$ cat src/rtl/utils_top.sv
// Shared opcode/funct3 constants and state type for the execute resolve stage.
// Imported by execute_resolve and execute_branch_cmp.
package utils_top;

    localparam logic [6:0] OP_JAL    = 7'b1101111;
    localparam logic [6:0] OP_JALR   = 7'b1100111;
    localparam logic [6:0] OP_BRANCH = 7'b1100011;

    localparam logic [2:0] BEQ  = 3'b000;
    localparam logic [2:0] BNE  = 3'b001;
    localparam logic [2:0] BLT  = 3'b100;
    localparam logic [2:0] BGE  = 3'b101;
    localparam logic [2:0] BLTU = 3'b110;
    localparam logic [2:0] BGEU = 3'b111;

    typedef enum logic {
        RUN  = 1'b0,
        KILL = 1'b1
    } resolve_state_t;

endpackage

$ cat src/rtl/execute_branch_cmp.sv
// Branch taken decision from funct3 and the ALU compare result.
// BLT/BLTU/BGE/BGEU rely on the ALU producing the compare flag in bit 0.
module execute_branch_cmp
    import utils_top::*;
#(
    parameter int XLEN = 32
) (
    input  logic [2:0]      funct3,
    input  logic [XLEN-1:0] alu_y,
    output logic            taken
);

    // Decode funct3 into the taken flag; reserved encodings never branch.
    always_comb begin
        taken = 1'b0;
        unique case (funct3)
            BEQ:         taken = (alu_y == '0);
            BNE:         taken = (alu_y != '0);
            BLT, BLTU:   taken = alu_y[0];
            BGE, BGEU:   taken = ~alu_y[0];
            default:     taken = 1'b0;
        endcase
    end

endmodule

$ cat src/rtl/execute_resolve.sv
// EX resolve stage: branch/jump resolution, redirect + flush, EX/MEM register.
// Optional macro EXECUTE_RESOLVE_MISALIGN_EN turns misaligned targets into misalign_exc.
module execute_resolve
    import utils_top::*;
#(
    parameter int XLEN        = 32,
    parameter int KILL_CYCLES = 2
) (
    input  logic            clk,
    input  logic            rst,
    input  logic            in_valid,
    output logic            in_ready,
    input  logic [XLEN-1:0] in_pc,
    input  logic [6:0]      in_opcode,
    input  logic [2:0]      in_funct3,
    input  logic [4:0]      in_rd,
    input  logic [XLEN-1:0] in_imm,
    input  logic [XLEN-1:0] in_rs2_data,
    input  logic [XLEN-1:0] alu_y,
    output logic            out_valid,
    input  logic            out_ready,
    output logic [XLEN-1:0] out_result,
    output logic [XLEN-1:0] out_rs2_data,
    output logic [4:0]      out_rd,
    output logic [6:0]      out_opcode,
    output logic [2:0]      out_funct3,
    output logic            redirect_valid,
    output logic [XLEN-1:0] redirect_pc,
    output logic            misalign_exc
);

    resolve_state_t  state, state_nx;
    logic [2:0]      cnt, cnt_nx;
    logic            accept;
    logic            is_jal, is_jalr, is_br, jump;
    logic            br_taken, redir, mis, fire;
    logic [XLEN-1:0] pc_plus4, br_target, target, result_nx;

    execute_branch_cmp #(.XLEN(XLEN)) u_cmp (
        .funct3 (in_funct3),
        .alu_y  (alu_y),
        .taken  (br_taken)
    );

    assign is_jal    = (in_opcode == OP_JAL);
    assign is_jalr   = (in_opcode == OP_JALR);
    assign is_br     = (in_opcode == OP_BRANCH);
    assign jump      = is_jal | is_jalr;
    assign pc_plus4  = in_pc + XLEN'(4);
    assign br_target = in_pc + in_imm;
    assign redir     = jump | (is_br & br_taken);

    // Pick the redirect target; JALR clears bit 0 of the ALU sum.
    always_comb begin
        target = br_target;
        unique case (1'b1)
            is_jal:  target = alu_y;
            is_jalr: target = alu_y & ~XLEN'(1);
            default: target = br_target;
        endcase
    end

`ifdef EXECUTE_RESOLVE_MISALIGN_EN
    assign mis = redir & (target[1:0] != 2'b00);
`else
    assign mis = 1'b0;
`endif

    assign fire     = redir & ~mis;
    assign in_ready = (state == RUN) & (~out_valid | out_ready);
    assign accept   = in_valid & in_ready;

    // Misaligned redirects carry the faulting target down to MEM instead.
    always_comb begin
        result_nx = alu_y;
        if (mis)       result_nx = target;
        else if (jump) result_nx = pc_plus4;
    end

    // Kill-window next state: a redirect blocks the next KILL_CYCLES inputs.
    always_comb begin
        state_nx = state;
        cnt_nx   = cnt;
        unique case (state)
            RUN: begin
                if (accept & fire) begin
                    state_nx = KILL;
                    cnt_nx   = 3'(KILL_CYCLES);
                end
            end
            KILL: begin
                cnt_nx = cnt - 3'd1;
                if (cnt == 3'd1) begin
                    state_nx = RUN;
                    cnt_nx   = 3'd0;
                end
            end
            default: begin
                state_nx = RUN;
                cnt_nx   = 3'd0;
            end
        endcase
    end

    // Kill-window state register.
    always_ff @(posedge clk) begin
        if (rst) begin
            state <= RUN;
            cnt   <= 3'd0;
        end else begin
            state <= state_nx;
            cnt   <= cnt_nx;
        end
    end

    // EX/MEM payload register plus the single-cycle redirect pulse.
    always_ff @(posedge clk) begin
        if (rst) begin
            out_valid      <= 1'b0;
            out_result     <= '0;
            out_rs2_data   <= '0;
            out_rd         <= '0;
            out_opcode     <= '0;
            out_funct3     <= '0;
            redirect_valid <= 1'b0;
            redirect_pc    <= '0;
        end else begin
            redirect_valid <= accept & fire;
            if (accept & fire) redirect_pc <= target;
            if (accept) begin
                out_valid    <= 1'b1;
                out_result   <= result_nx;
                out_rs2_data <= in_rs2_data;
                out_rd       <= is_br ? 5'd0 : in_rd;
                out_opcode   <= in_opcode;
                out_funct3   <= in_funct3;
            end else if (out_ready) begin
                out_valid <= 1'b0;
            end
        end
    end

`ifdef EXECUTE_RESOLVE_MISALIGN_EN
    // Exception pulse lines up with where the suppressed redirect would be.
    always_ff @(posedge clk) begin
        if (rst) misalign_exc <= 1'b0;
        else     misalign_exc <= accept & mis;
    end
`else
    assign misalign_exc = 1'b0;
`endif

endmodule

$ cat config.mk
export PLATFORM = sky130hd
export DESIGN_NAME = execute_resolve
export DESIGN_NICKNAME = d
export VERILOG_FILES = /design/src/rtl/utils_top.sv /design/src/rtl/execute_branch_cmp.sv /design/src/rtl/execute_resolve.sv
export SDC_FILE = /design/constraint.sdc
export NUM_CORES = 1
export LEC_CHECK = 0
export BUFFER_PORTS_ARGS = -buffer_cell sky130_fd_sc_hd__buf_2
export CORE_MARGIN = 2
export CORE_UTILIZATION = 50
export DETAILED_ROUTE_END_ITERATION = 8
export GPL_ROUTABILITY_DRIVEN = 0
export GPL_TIMING_DRIVEN = 0
export PLACE_DENSITY = 0.8
export SYNTH_ARGS = -nofsm -noshare
export SYNTH_HDL_FRONTEND = slang
export SYNTH_SLANG_ARGS = --single-unit
$ cat constraint.sdc
create_clock -name clk -period 3.4 [get_ports clk]
set_input_delay 0.68 -clock clk [delete_from_list [all_inputs] [get_ports clk]]
set_output_delay 0.68 -clock clk [all_outputs]
set_load 0.005 [all_outputs]
==> results.md, run 1 <==
* Sequential cell area fraction in the yosys report at between 30 and 40%
* CTS tree: yes
* Final Hold Vio Count at 0
* Die width at 123 um
* Ys async rst share at 0%
* Worst Reg2Reg Path Length in Cells at 8
* Slew Viols, Final at 0
* Hold Crit Depth at 2
* CP required at about 3700 ps
* Die footprint at 15,000 um2
* Most frequent cells in the layout: buf_2, nand2_1, dfxtp_1, a21oi_1, nor2_1
* Reg-to-Reg Start: state
* Pleak at 0.00409 uW
* Port Buf Inserts at between 200 and 300
* CP startpoint kind: input pin
* Area occupied by multi-input gates at 4380 um2
* Final period util at 93.5%
* Number of flops mapped to enable cells by yosys at 0
* CP Data Arrival Time at 3460 ps
* Worst-path maximum fanout at 3
* DRC viols at 0
* Ant diodes at 0
* Filler cell count at 1,257
* Seq. cell area at 2340 um2
* Max-cap check violation count at 0
* Vias in the first global route at 7,370
* Syn_nets at roughly 1,100
* Worst Hold Path EP: out_rs2_data[9]
* Std-Cell Rows at 43
* Remaining Overflow, GRT at 0
* Area growth syn-to-layout at 30.4%
* FF-to-FF setup slack at 1160 ps
* Slew headroom at 56.1%
* Mapped Cells at around 940
* Num Clock Sinks at 117
* Initial antenna violation count at 1
* Ys flop type: dfxtp_1
* DR pass1 iterations at 6
* Worst slew pin tran at 658 ps
* Synth warn at 0
* Non-filler cells, final at between 1,000 and 1,500
* WL/cell at 18.2 um
* Syn Area/Cell at around 7.5 um2
* Detailed-route wire length at ~26 mm
* Number of buffers created by CTS at 17
* Post-synthesis register bit count at between 100 and 150
* Die Y at ~120 um
* Final core occ at between 60% and 70%
* Clock skew at 5.92 ps
* Fmax at between 300 and 400 MHz
* Post-CTS sizing at 0
* Post-synthesis cell area at between 7000 and 8000 um2
* Top-Level Pins at approximately 260
* Setup Buffers After CTS at 0
* Final setup viols at 0
* Power Dens Cells at around 460 nW/um2
* GRT Total Usage at between 30% and 40%
* HP Start: out_rs2_data[9]
* Commonest non-fill, non-tap cell in the layout: buf_2
* Synth cell types at just under 60
* Clk buf depth at 2
* Hold-fix buffers at CTS at 0
* Layout net count at ~1,400
* ANT nets after route at 0
* Starting Density at between 50% and 60%
* DPL Wire Length at 20.3 mm
* Share of cells above drive strength 1 at ~25%
* Largest net degree at the start of global routing at 17
* DR iter-0 viols at roughly 720
* Reg clk slew, reported paths at roughly 60 ps
* Core Area at approximately 14,000 um2
* Run status: finished clean
* Crit. End Element: flop
* RSZ-0062 raised after global routing: false
* Worst hold margin at about 450 ps
* Peak VDD IR at 0.000345 V
* Setup Crit Path Kind: in -> reg
* Root Driver: clkbuf_16
* Vias/cell at 5.75
* Clock Latency Late Sink at just over 400 ps
* Worst r2r dst: out_result[22]
* First-pass GRT wire length at ~38 mm
* Fin crit period at 3180 ps
* Post-Place Cells at between 1,000 and 1,500
* Worst hold-check path type: reg -> reg
* Vias at between 8,000 and 9,000
* Depth of the CTS H-tree at 4
-- Yosys cell counts (18+ instances only) --
| library cell | count | area (um2) |
|---|---|---|
| nand3_1 | 24 | 120 |
| dfxtp_1 | 117 | 2340 |
| xnor2_1 | 24 | 210 |
| a311oi_1 | 18 | 158 |
| xor2_1 | 31 | 272 |
| clkbuf_1 | 51 | 191 |
| a211oi_1 | 25 | 188 |
| a31oi_1 | 20 | 125 |
| nor2_1 | 102 | 383 |
| nand2_1 | 183 | 687 |
| o21ai_0 | 19 | 95.1 |
| a21oi_1 | 112 | 561 |
| ha_1 | 34 | 425 |
-- cells by family after synthesis --
| group | share of synthesized area [%] |
|---|---|
| and+or+nand+nor | 24.0 |
| AOI/OAI and AO/OA | 23.7 |
| DFF | 33.3 |
| buffers and inverters | 4.48 |
| xor gates and xnor gates | 6.84 |
| adders and majority gates | 6.33 |
| muxes | 1.32 |
| other | 0.0533 |
-- flip-flops by register name, indices dropped and copies added (netlist names) --
| name | count |
|---|---|
| out_rd | 5 |
| out_opcode | 7 |
| out_funct3 | 3 |
| cnt | 3 |
| redirect_valid | 1 |
| out_rs2_data | 32 |
| out_valid | 1 |
| out_result | 32 |
| state | 1 |
| redirect_pc | 32 |
-- through the flow --
step | TNS [ps] | setup WS (ps) | power (uW) | area, um2
final | 0 | 221 | 4190 | 9180
after global routing | 0 | 90.1 | 4350 | 9180
after CTS | 0 | 326 | 4180 | 9180
after detailed placement | -86.2 | -86.2 | 2330 | 8560
after global placement | -59.1 | -59.1 | 2320 | 8560
after floorplan | 0 | 532 | 2000 | 7040
-- worst max path at each step --
stage               startpoint               to  slack (ps)  cells after the start
floorplan             in_pc[2]  redirect_pc[27]         530                      9
global placement     in_imm[0]  redirect_pc[30]         -60                     12
detailed placement   in_imm[0]  redirect_pc[30]         -90                     12
CTS                  in_imm[0]  redirect_pc[30]         330                     12
global route         in_imm[0]  redirect_pc[30]          90                     12
finish               in_imm[0]  redirect_pc[30]         220                     12
-- worst max-delay path, cell delays in order --
cell	delay (ps)
buf_2	100
ha_1	200
inv_1	70
fa_1	400
nand2b_1	180
a21oi_1	300
o21ai_0	190
a21oi_1	240
o221ai_1	230
o41ai_1	550
xnor2_1	210
o22ai_1	90
-- report_power, final --
| part | leakage [uW] | internal (uW) | switching (uW) |
|---|---|---|---|
| registers | 0.000957 | 1440 | 34.2 |
| logic | 0.00284 | 344 | 512 |
| clock network | 0.000294 | 1210 | 657 |
| total | 0.00409 | 2990 | 1200 |
-- layout make-up --
class                           instances  share of cell area, %
Multi-Input combinational cell        744                   47.7
Clock buffer                           20                   5.08
Tap cell                              180                   2.45
Buffer                                 67                   2.86
Clock inverter                         12                   1.66
Timing Repair Buffer                  259                   14.1
Inverter                               14                  0.572
Sequential cell                       117                   25.5
-- layer usage --
metal | vias to the layer above | global-route usage (%) | wire [um]
met1 | 3691 | 41.3 | 10300
met5 | - | 0 | 0
li1 | 3891 | - | -
met3 | 77 | 5.58 | 2420
met2 | 472 | 56.5 | 11900
met4 | 0 | 13.4 | 1090
Power figures use the tool's default switching activity.
==> inputs of run 2 (changes only) <==
CORE_MARGIN = 3   (was 2)
==> run 2 against run 1 <==
  * Clock power barely moved
  * Die area grew 3.3%
  * Cell area about the same
  * Sequential share of layout area is essentially flat
  * Wire length increased by 2.9%
  * Clock skew fell by 1.3 ps
  * Critical path type unchanged
  * Largest cell class unchanged
  * Largest power group unchanged
  * Highest routed layer is now met5
==> results.md, run 2 (synthesis gave the netlist of run 1 again) <==
* Run status: finished clean (unchanged)
* Largest registers: out_result (32), out_rs2_data (32), redirect_pc (32) (unchanged)
* Final period util at 95.1% (was 93.5%)
* CP required at 3720 ps (was 3680 ps)
* CP startpoint kind: input pin (unchanged)
* Slew Viols, Final at 0 (unchanged)
* Met3 GRT Util at 6.95% (was 5.58%)
* Top-Level Pins at 262 (unchanged)
* Depth of the CTS H-tree at 4 (unchanged)
* Setup Buffers After CTS at 0 (unchanged)
* Worst Reg2Reg Path Length in Cells at 6 (was 8)
* Peak VDD IR at 0.000342 V (was 0.000345 V)
* Worst hold-check path type: reg -> reg (unchanged)
* Hold-fix buffers at CTS at 0 (unchanged)
* Largest net degree at the start of global routing at 17 (unchanged)
* Met2 global-route usage at 54.8% (was 56.5%)
* Root Driver: clkbuf_16 (unchanged)
* Detailed-route wire length at 26.4 mm (was 25.7 mm)
* Worst-path cell chain: buf_2 -> ha_1 -> inv_1 -> fa_1 -> nand2b_1 -> a21oi_1 -> o211ai_1 -> a31oi_1 -> a31oi_1 -> xnor2_1 -> nand2_1 -> a311oi_1 (was buf_2 -> ha_1 -> inv_1 -> fa_1 -> nand2b_1 -> a21oi_1 -> o21ai_0 -> a21oi_1 -> o221ai_1 -> o41ai_1 -> xnor2_1 -> o22ai_1)
* Crit. End Element: flop (unchanged)
* Die footprint at 15,500 um2 (was 15,000 um2)
* Number of buffers created by CTS at 17 (unchanged)
* Most Used Layer, Global Route: met2 (unchanged)
* CP Data Arrival Time at 3550 ps (was 3460 ps)
* DR iter-0 viols at 758 (was 715)
* Core Area at 13,500 um2 (was 13,800 um2)
* Vias in the first global route at 7,604 (was 7,370)
* Reg clk slew, reported paths at 60 ps (about the same)
* Die Y at 125 um (was 123 um)
* Met1 usage at 40.7% (was 41.3%)
* CTS tree: yes (unchanged)
* Initial antenna violation count at 2 (was 1)
* Ant diodes at 0 (unchanged)
* Worst Hold Path EP: out_rs2_data[14] (was out_rs2_data[9])
* DR pass1 iterations at 5 (was 6)
* Setup ws final at 167 ps (was 221 ps)
* Fmax at 309 MHz (was 315 MHz)
* Worst slew pin tran at 709 ps (was 658 ps)
* First-pass GRT wire length at 40.6 mm (was 38.1 mm)
* Layout net count at 1,402 (unchanged)
* Die width at 125 um (was 123 um)
* RSZ-0062 raised after global routing: false (unchanged)
* HP Start: out_rs2_data[14] (was out_rs2_data[9])
* Vias/cell at 5.81 (was 5.75)
* Most frequent cells in the layout: buf_2, nand2_1, dfxtp_1, a21oi_1, nor2_1 (unchanged)
* Num Clock Sinks at 117 (unchanged)
* Std-Cell Rows at 42 (was 43)
* Vias at 8,186 (was 8,131)
* Max-cap check violation count at 0 (unchanged)
* CP max-delay cell: a31oi_1 (was o41ai_1)
* Slowest stage delay, CP at 410 ps (was 550 ps)
* Remaining Overflow, GRT at 0 (unchanged)
* Clock Latency Late Sink at 410 ps (about the same)
* Clock skew at 4.67 ps (was 5.92 ps)
* Fin crit period at 3230 ps (was 3180 ps)
* Power Dens Cells at 459 nW/um2 (was 457 nW/um2)
* Final setup viols at 0 (unchanged)
* Filler cell count at 1,184 (was 1,257)
* DRC viols at 0 (unchanged)
* Final Hold Vio Count at 0 (unchanged)
* Non-filler cells, final at 1,409 (was 1,413)
* DPL Wire Length at 20.9 mm (was 20.3 mm)
* GRT Total Usage at 32.6% (was 33.1%)
* Share of cells above drive strength 1 at 25.1% (unchanged)
* ANT nets after route at 0 (unchanged)
* Placed inst area at 8560 um2 (about the same)
* Worst r2r dst: out_result[9] (was out_result[22])
* Design area at 9170 um2 (was 9180 um2)
* Reg-to-Reg Start: state (unchanged)
* Hold Crit Depth at 2 (unchanged)
* Slew headroom at 52.7% (was 56.1%)
* Pleak at 0.00408 uW (was 0.00409 uW)
* FF-to-FF setup slack at 1050 ps (was 1160 ps)
* Area growth syn-to-layout at 30.3% (was 30.4%)
* Post-Place Cells at 1,377 (was 1,381)
* WL/cell at 18.7 um (was 18.2 um)
* Most frequent CP cell: a31oi_1 (was a21oi_1)
* Commonest non-fill, non-tap cell in the layout: buf_2 (unchanged)
* Clk buf depth at 2 (unchanged)
* Place WS at -127 ps (was -86.2 ps)
* Port Buf Inserts at 259 (unchanged)
* Setup Crit Path Kind: in -> reg (unchanged)
* Worst-path maximum fanout at 3 (unchanged)
* Starting Density at 52.1% (was 50.9%)
* Post-CTS sizing at 0 (unchanged)
## run 2: cell types whose count changed in the layout (fill, tap and decap cells not counted)
cell / delta
clkbuf_8: -2
inv_6: +3
clkinvlp_4: +1
clkinv_2: -2
## run 2: layer usage
metal  up-vias  part of all wire (%)
met5         -                 0.087
met4         4                   3.2
met3        66                   9.8
met2       491                    47
met1      3741                    40
li1       3884                     -
## run 2: worst max-delay path by stage
stage | startpoint | endpoint | slack (ps) | depth (start not counted)
3_3_place_gp | in_pc[0] | redirect_pc[30] | -120 | 12
3_5_place_dp | in_pc[0] | redirect_pc[30] | -130 | 12
2_1_floorplan | in_pc[2] | redirect_pc[27] | 530 | 9
6_report | in_pc[0] | redirect_pc[26] | 170 | 12
5_1_grt | in_pc[0] | redirect_pc[30] | 80 | 12
4_1_cts | in_pc[0] | redirect_pc[30] | 290 | 12
## run 2: final cells by class
cell class	instances	area, um2	area share [%]
clock buffers	18	439	4.79
plain buffers	67	263	2.86
well taps	176	220	2.40
inverters	14	52.6	0.573
multi-input cells	744	4380	47.8
repair buffers	259	1300	14.1
clock inverters	14	176	1.92
flip-flops and latches	117	2340	25.5
## run 2: where the power goes
part / internal, uW / switching, uW / total, uW
Sequential: 1440 / 34.5 / 1470
Combinational: 344 / 521 / 865
Clock: 1180 / 697 / 1880
Total: 2960 / 1250 / 4210
## run 2: worst max-delay path: cells and delay by family
kind	cells	cell delay, ps
and+or+nand+nor	2	330
adders and majority gates	2	600
xor gates and xnor gates	1	290
AOI/OAI and AO/OA	5	1480
buffers and inverters	2	170
## run 2: metrics by stage
step / total power, uW / util [%] / hold slack [ps] / setup TNS [ps]
finish: 4210 / 67.9 / 449 / 0
global route: 4360 / 67.9 / 462 / 0
floorplan: 2000 / - / 448 / 0
global placement: 2330 / 63.3 / 436 / -148
CTS: 4180 / 67.9 / 451 / 0
detailed placement: 2340 / 63.3 / 444 / -201
